`src/rtl/fx_pkg.sv`:
```
// Shared types and constants for the FX chain blocks: stereo sample type,
// Q1.15 gain constants and the divider state encoding.
package fx_pkg;

   localparam int FX_DATA_W = 16;

   typedef logic [1:0][FX_DATA_W-1:0] stereo_t;

   localparam logic [15:0] GAIN_UNITY = 16'h8000;
   localparam int          GAIN_FRAC  = 15;

   typedef enum logic [1:0] {
      IDLE,
      DIV,
      DONE
   } div_state_e;

endpackage

```
`src/rtl/fx_comp_div.sv`:
```
// 16-bit unsigned restoring divider, one quotient bit per cycle, start/busy/done
// handshake. The caller guarantees dividend[31:16] < divisor so the quotient fits 16 bits.
module fx_comp_div
   import fx_pkg::*;
(
   input  logic        clk,
   input  logic        reset,
   input  logic        start_i,
   input  logic [31:0] dividend_i,
   input  logic [15:0] divisor_i,
   output logic        busy_o,
   output logic        done_o,
   output logic [15:0] quot_o
);

   div_state_e  state_q, state_d;
   logic [3:0]  cnt_q, cnt_d;
   logic [15:0] rem_q, rem_d;
   logic [15:0] quot_q, quot_d;
   logic [15:0] dvsr_q, dvsr_d;
   logic [16:0] trial;

   always_ff @(posedge clk) begin
      if (reset) begin
         state_q <= IDLE;
         cnt_q   <= '0;
      end else begin
         state_q <= state_d;
         cnt_q   <= cnt_d;
      end
   end

   always_ff @(posedge clk) begin
      rem_q  <= rem_d;
      quot_q <= quot_d;
      dvsr_q <= dvsr_d;
   end

   always_comb begin
      state_d = state_q;
      cnt_d   = cnt_q;
      rem_d   = rem_q;
      quot_d  = quot_q;
      dvsr_d  = dvsr_q;
      busy_o  = 1'b1;
      done_o  = 1'b0;
      // quotient register doubles as the dividend shift register
      trial   = {rem_q, quot_q[15]};
      unique case (state_q)
         IDLE: begin
            busy_o = 1'b0;
            if (start_i) begin
               state_d = DIV;
               cnt_d   = '0;
               rem_d   = dividend_i[31:16];
               quot_d  = dividend_i[15:0];
               dvsr_d  = divisor_i;
            end
         end
         DIV: begin
            if (trial >= {1'b0, dvsr_q}) begin
               rem_d  = 16'(trial - {1'b0, dvsr_q});
               quot_d = {quot_q[14:0], 1'b1};
            end else begin
               rem_d  = trial[15:0];
               quot_d = {quot_q[14:0], 1'b0};
            end
            cnt_d = cnt_q + 4'd1;
            if (cnt_q == 4'd15) begin
               state_d = DONE;
            end
         end
         DONE: begin
            done_o  = 1'b1;
            state_d = IDLE;
         end
         default: state_d = IDLE;
      endcase
   end

   assign quot_o = quot_q;

endmodule

```
`src/rtl/fx_compressor.sv`:
```
// Stereo feed-forward compressor: peak detect, attack/release envelope, 2^RATIO_SH:1 gain
// via sequential divider, 2-cycle scaling pipeline. FX_COMP_GR_METER_EN adds gr_gain/clip.
module fx_compressor
   import fx_pkg::*;
#(
   parameter int DATA_W   = 16,
   parameter int PARAM_W  = 7,
   parameter int RATIO_SH = 1
) (
   input  logic                   clk,
   input  logic                   reset,
   input  logic                   in_valid,
   input  logic [1:0][DATA_W-1:0] audio_in,
   input  logic [PARAM_W-1:0]     threshold,
   input  logic [PARAM_W-1:0]     attack,
   input  logic [PARAM_W-1:0]     release_i,
   output logic                   out_valid,
   output logic [1:0][DATA_W-1:0] audio_out
`ifdef FX_COMP_GR_METER_EN
   ,
   output logic [15:0]            gr_gain,
   output logic [0:0]             clip
`endif
);

   localparam int LVL_W  = DATA_W - 1;
   localparam int THR_SH = DATA_W - 1 - PARAM_W;
   localparam int PROD_W = DATA_W + 17;
   localparam logic signed [PROD_W-1:0] S_MAX = PROD_W'(2**(DATA_W-1) - 1);
   localparam logic signed [PROD_W-1:0] S_MIN = PROD_W'(-(2**(DATA_W-1)));

   function automatic logic [LVL_W-1:0] abs_sat(input logic signed [DATA_W-1:0] x);
      logic [DATA_W-1:0] m;
      m = x[DATA_W-1] ? -x : x;
      return m[DATA_W-1] ? '1 : m[LVL_W-1:0];
   endfunction

   function automatic logic [DATA_W-1:0] sat_out(input logic signed [PROD_W-1:0] p);
      logic signed [PROD_W-1:0] s;
      s = p >>> GAIN_FRAC;
      if (s > S_MAX)      return S_MAX[DATA_W-1:0];
      else if (s < S_MIN) return S_MIN[DATA_W-1:0];
      else                return s[DATA_W-1:0];
   endfunction

   logic [LVL_W-1:0]          env_q, env_d;
   logic [LVL_W-1:0]          lvl_l, lvl_r, lvl, up_step, dn_step;
   logic [LVL_W-1:0]          thr, target;
   logic [3:0]                atk_sh, rel_sh;
   logic                      upd_q, pend_q, pend_d;
   logic                      launch, need_div;
   logic [15:0]               gain_q, gain_d, quot;
   logic                      div_busy, div_done;
   logic [31:0]               dividend;
   logic signed [PROD_W-1:0]  prod_p1 [2];
   logic                      vld_p1, vld_p2;
   logic [1:0][DATA_W-1:0]    aout_p2;
   logic                      unused_ctl;

   assign unused_ctl = ^{attack[PARAM_W-5:0], release_i[PARAM_W-5:0]};

   always_comb begin
      lvl_l   = abs_sat(audio_in[0]);
      lvl_r   = abs_sat(audio_in[1]);
      lvl     = (lvl_l > lvl_r) ? lvl_l : lvl_r;
      atk_sh  = attack[PARAM_W-1 -: 4];
      rel_sh  = release_i[PARAM_W-1 -: 4];
      up_step = (lvl - env_q) >> atk_sh;
      dn_step = (env_q - lvl) >> rel_sh;
      // release always makes progress so the envelope cannot stall above the level
      if (dn_step == '0) dn_step = LVL_W'(1);
      env_d = env_q;
      if (in_valid) begin
         if (lvl > env_q)      env_d = env_q + up_step;
         else if (lvl < env_q) env_d = env_q - dn_step;
      end
   end

   always_comb begin
      thr      = LVL_W'(threshold) << THR_SH;
      need_div = (env_q > thr);
      target   = thr + ((env_q - thr) >> RATIO_SH);
      dividend = 32'(target) << GAIN_FRAC;
      launch   = (upd_q | pend_q) & ~div_busy;
      pend_d   = pend_q;
      if (launch)     pend_d = 1'b0;
      else if (upd_q) pend_d = 1'b1;
      gain_d = gain_q;
      if (launch && !need_div) gain_d = GAIN_UNITY;
      else if (div_done)       gain_d = (quot > GAIN_UNITY) ? GAIN_UNITY : quot;
   end

   always_ff @(posedge clk) begin
      if (reset) begin
         env_q  <= '0;
         upd_q  <= 1'b0;
         pend_q <= 1'b0;
         gain_q <= GAIN_UNITY;
      end else begin
         env_q  <= env_d;
         upd_q  <= in_valid;
         pend_q <= pend_d;
         gain_q <= gain_d;
      end
   end

   fx_comp_div u_div (
      .clk        (clk),
      .reset      (reset),
      .start_i    (launch & need_div),
      .dividend_i (dividend),
      .divisor_i  (16'(env_q)),
      .busy_o     (div_busy),
      .done_o     (div_done),
      .quot_o     (quot)
   );

   // stage 1: capture both channels against one gain value
   always_ff @(posedge clk) begin
      if (reset) vld_p1 <= 1'b0;
      else       vld_p1 <= in_valid;
   end

   always_ff @(posedge clk) begin
      if (in_valid) begin
         for (int c = 0; c < 2; c++) begin
            prod_p1[c] <= PROD_W'($signed(audio_in[c])) * PROD_W'($signed({1'b0, gain_q}));
         end
      end
   end

   // stage 2: requantise to DATA_W with saturation
   always_ff @(posedge clk) begin
      if (reset) begin
         vld_p2  <= 1'b0;
         aout_p2 <= '0;
      end else begin
         vld_p2 <= vld_p1;
         if (vld_p1) begin
            for (int c = 0; c < 2; c++) begin
               aout_p2[c] <= sat_out(prod_p1[c]);
            end
         end
      end
   end

   assign out_valid = vld_p2;
   assign audio_out = aout_p2;

`ifdef FX_COMP_GR_METER_EN
   function automatic logic sat_hit(input logic signed [PROD_W-1:0] p);
      logic signed [PROD_W-1:0] s;
      s = p >>> GAIN_FRAC;
      return (s > S_MAX) || (s < S_MIN);
   endfunction

   logic clip_q;

   always_ff @(posedge clk) begin
      if (reset) begin
         clip_q <= 1'b0;
      end else if (vld_p1 && (sat_hit(prod_p1[0]) || sat_hit(prod_p1[1]))) begin
         clip_q <= 1'b1;
      end
   end

   assign gr_gain = gain_q;
   assign clip    = clip_q;
`else
   // meter outputs and sticky clip flag are not built
`endif

endmodule
```
`config.mk`:
```
export PLATFORM = sky130hd
export DESIGN_NAME = fx_compressor
export DESIGN_NICKNAME = d
export VERILOG_FILES = /design/src/rtl/fx_pkg.sv /design/src/rtl/fx_comp_div.sv /design/src/rtl/fx_compressor.sv
export SDC_FILE = /design/constraint.sdc
export NUM_CORES = 2
export LEC_CHECK = 0
export CORE_AREA = 2 2 318 163
export CTS_BUF_LIST = sky130_fd_sc_hd__clkbuf_4 sky130_fd_sc_hd__clkbuf_8 sky130_fd_sc_hd__clkbuf_16
export DETAILED_ROUTE_END_ITERATION = 10
export DIE_AREA = 0 0 320 165
export PLACE_DENSITY = 0.89
export SLEW_MARGIN = 25
export SYNTH_ARGS = -nofsm -noshare
export SYNTH_HDL_FRONTEND = slang
export SYNTH_HIERARCHICAL = 1
export SYNTH_SLANG_ARGS = --single-unit
export TNS_END_PERCENT = 20
```
`constraint.sdc`:
```
create_clock -name clk -period 11.06 [get_ports clk]
set_input_delay 1.106 -clock clk [delete_from_list [all_inputs] [get_ports clk]]
set_output_delay 1.106 -clock clk [all_outputs]
set_load 0.01 [all_outputs]
```
==> results.yml <==
floorplan:
  io_pins: 89
  coreArea_um2: 49800
  dieHeight_um: 165
  die-area_um2: 52800
  rows: 58
  start_util_pct: 58.7
  dieWidth_um: 320
place:
  io_buffers: 82
  placed_area_um2: 32300
  globalplace.congestion: 0.950
  dp_hpwl_mm: 62.0
  dp_slack_ps: -816
  dp.cells: 4305
worst_setup_path:
  path_max_fanout: 3
  cp.required_ps: 11390
  crit_family: "simple AND/OR/NAND/NOR gates"
  cp-end-kind: "flip-flop"
  critPathKind: "primary input to flip-flop"
  crit_buf_inv: 17
  critPathLaunchType: "primary input"
  crit_path_top_delay_cell: "or4_1"
  crit_top_cell: "buf_4"
  max_stage_delay_ps: 500
  arrival_ps: 11230
grt:
  grt_max_degree: 60
  grt_usage_pct: 32.3
  grt.overflow.total: 0
  grt_pass1_vias: 27800
  antenna_found_initial: 1
  grt_pass1_wl_mm: 136
layout:
  syn_to_final_growth_pct: 14.8
  final_cells: 4371
  n_fill_cell: 3361
  fin_util_pct: 67.3
  final_common_cell: "inv_1"
  final_area_um2: 33500
  mostFrequentLayoutCells: "579 x inv_1, 447 x nand2_1, 390 x fa_1, 324 x ha_1, 305 x buf_4"
  drive_gt1_share_pct: 12.4
  layout.nets: 4474
yosys:
  synth.distinct_cells: 96
  synth_seq_cells: 156
  syn_inst: 3454
  syn-cell-area_um2: 29200
  ys_seq_area_share_pct: 13.6
  ys.flop_type: "edfxtp_1"
  synth_edf_count: 84
  synthArstFlopShare_pct: 0
  avgSynthCellArea_um2: 8.46
  yosys_warnings: 6
worst_hold_path:
  hp-class: "flip-flop to flip-flop"
clock_network:
  clkLatencyLatePin_ps: 480
  h-tree-depth: 4
  cts_tree: "built"
  cts_made_buffers: 17
  clk_pin_slew_worst_paths_ps: 70
  cts_root_buf: "clkbuf_16"
  cts_sinks: 156
  hold_buffers: 0
  clk_path_buf_depth: 2
routing:
  dr.pass1.iters: 7
  drt_iter0_drc: 3032
  routedWlPerCell_um: 19.5
  vias_per_cell: 6.01
  drc_errors: 0
  wl_mm: 85.0
  vias: 26300
  drtAntennaViolNets: 0
timing:
  slew_viol_final: 0
  post-route-period-util_pct: 98.6
  finalHoldViolCount: 0
  worst-slew-pin-transition_ps: 949
  fmaxAchievable_ghz: 0.0917
  timing.final.ws_setup_ps: 152
  final-setup-viol-count: 0
  fin_crit_ps: 10910
  finClkSkew_ps: 17.1
  slew_headroom_pct: 36.5
run_status:
  status: "finished, final reports clean"
pwr:
  leakagePower_nw: 16.1
  power_mw: 4.28
  ir_worst_vdd_v: 0.000125
  powerDensity_nw_per_um2: 128
flow_run:
  maxCapViolations: 0
-- cells in the mapped netlist (20+ instances only) --
library cell | instances | area, um^2
inv_1 | 580 | 2180
nand2_1 | 451 | 1690
fa_1 | 392 | 7850
ha_1 | 329 | 4120
and2_1 | 205 | 1280
nor2_1 | 186 | 698
a21oi_1 | 166 | 831
clkbuf_1 | 156 | 586
o21ai_0 | 100 | 500
nand2b_1 | 86 | 538
edfxtp_1 | 84 | 2520
dfxtp_1 | 72 | 1440
xnor2_1 | 62 | 543
nor2b_1 | 39 | 244
xor2_1 | 38 | 333
nand3_1 | 36 | 180
nor3_1 | 36 | 180
a211oi_1 | 32 | 240
mux2i_1 | 29 | 290
a21o_1 | 28 | 210
o21a_1 | 23 | 173
a31oi_1 | 20 | 125
-- cells by family after synthesis --
| kind of cell | Yosys count | share of synthesized area [%] |
|---|---|---|
| xor gates and xnor gates | 101 | 3.05 |
| other | 1 | 0.0128 |
| muxes | 40 | 1.53 |
| adders and majority gates | 721 | 41.0 |
| and+or+nand+nor | 1133 | 18.7 |
| buffers and inverters | 770 | 10.0 |
| AOI/OAI and AO/OA | 532 | 12.1 |
| DFF | 156 | 13.6 |
-- through the flow --
step | hold slack (ps) | setup TNS, ps
floorplan | 446 | 0
global placement | 454 | -945
detailed placement | 460 | -3150
CTS | 470 | 0
global route | 488 | -669
finish | 468 | 0
-- sequential cells by signal, indices dropped and copies added, names as in the netlist --
name           cells
env_q             15
u_div/quot_o      16
u_div/cnt_q        4
u_div/state_q      2
u_div/rem_q       16
prod_p1           36
pend_q             1
gain_q            16
audio_out         32
vld_p1             1
out_valid          1
u_div/dvsr_q      16
-- repair_timing --
action,in CTS,in global routing
buffers inserted,16,16
endpoints found under the setup margin,3,9
pin swaps,8,44
gates resized for setup,12,83
cloned,1,0
-- routing by layer --
| layer | vias up | global-route usage (%) | wire (um) |
|---|---|---|---|
| li1 | 11600 | - | - |
| met1 | 12600 | 36.8 | 30000 |
| met2 | 1553 | 56.5 | 41300 |
| met3 | 503 | 7.04 | 8450 |
| met4 | 2 | 19.1 | 5150 |
| met5 | - | 0 | 141 |
-- final timing paths --
check | endpoint | from | depth (start not counted) | slack, ps
setup / recovery | env_q[6] | audio_in[18] | 60 | 150
hold / removal | audio_out[17] | audio_out[17] | 2 | 470
setup reg to reg | prod_p1[0][32] | gain_q[7] | 26 | 3360
hold reg to reg | audio_out[17] | audio_out[17] | 2 | 470
-- worst register-to-register path, delay by kind of cell, from the launching register on --
family | cells | cell delay, ps
AO/OA/AOI/OAI | 8 | 2010
buffers and inverters | 6 | 700
adder cells (fa/ha/maj) | 7 | 3460
XOR/XNOR | 1 | 80
flip-flops | 1 | 440
AND/OR/NAND/NOR | 4 | 770
-- where the power goes --
group | switching, mW | internal, mW | leakage, nW
combinational | 1.52 | 1.36 | 14.5
clock | 0.283 | 0.314 | 0.276
sequential | 0.0765 | 0.726 | 1.38
-- cell type report --
type | instances | area [um^2] | area share [%]
diodes | 1 | 2.50 | 0.00746
clock buffers | 17 | 425 | 1.27
clock inverters | 15 | 139 | 0.414
inverters | 583 | 2190 | 6.53
multi-input cells | 2545 | 22800 | 67.9
flip-flops and latches | 156 | 3960 | 11.8
well taps | 660 | 826 | 2.46
repair buffers | 394 | 3200 | 9.56
Note: power is estimated with default switching activity, not from simulation.
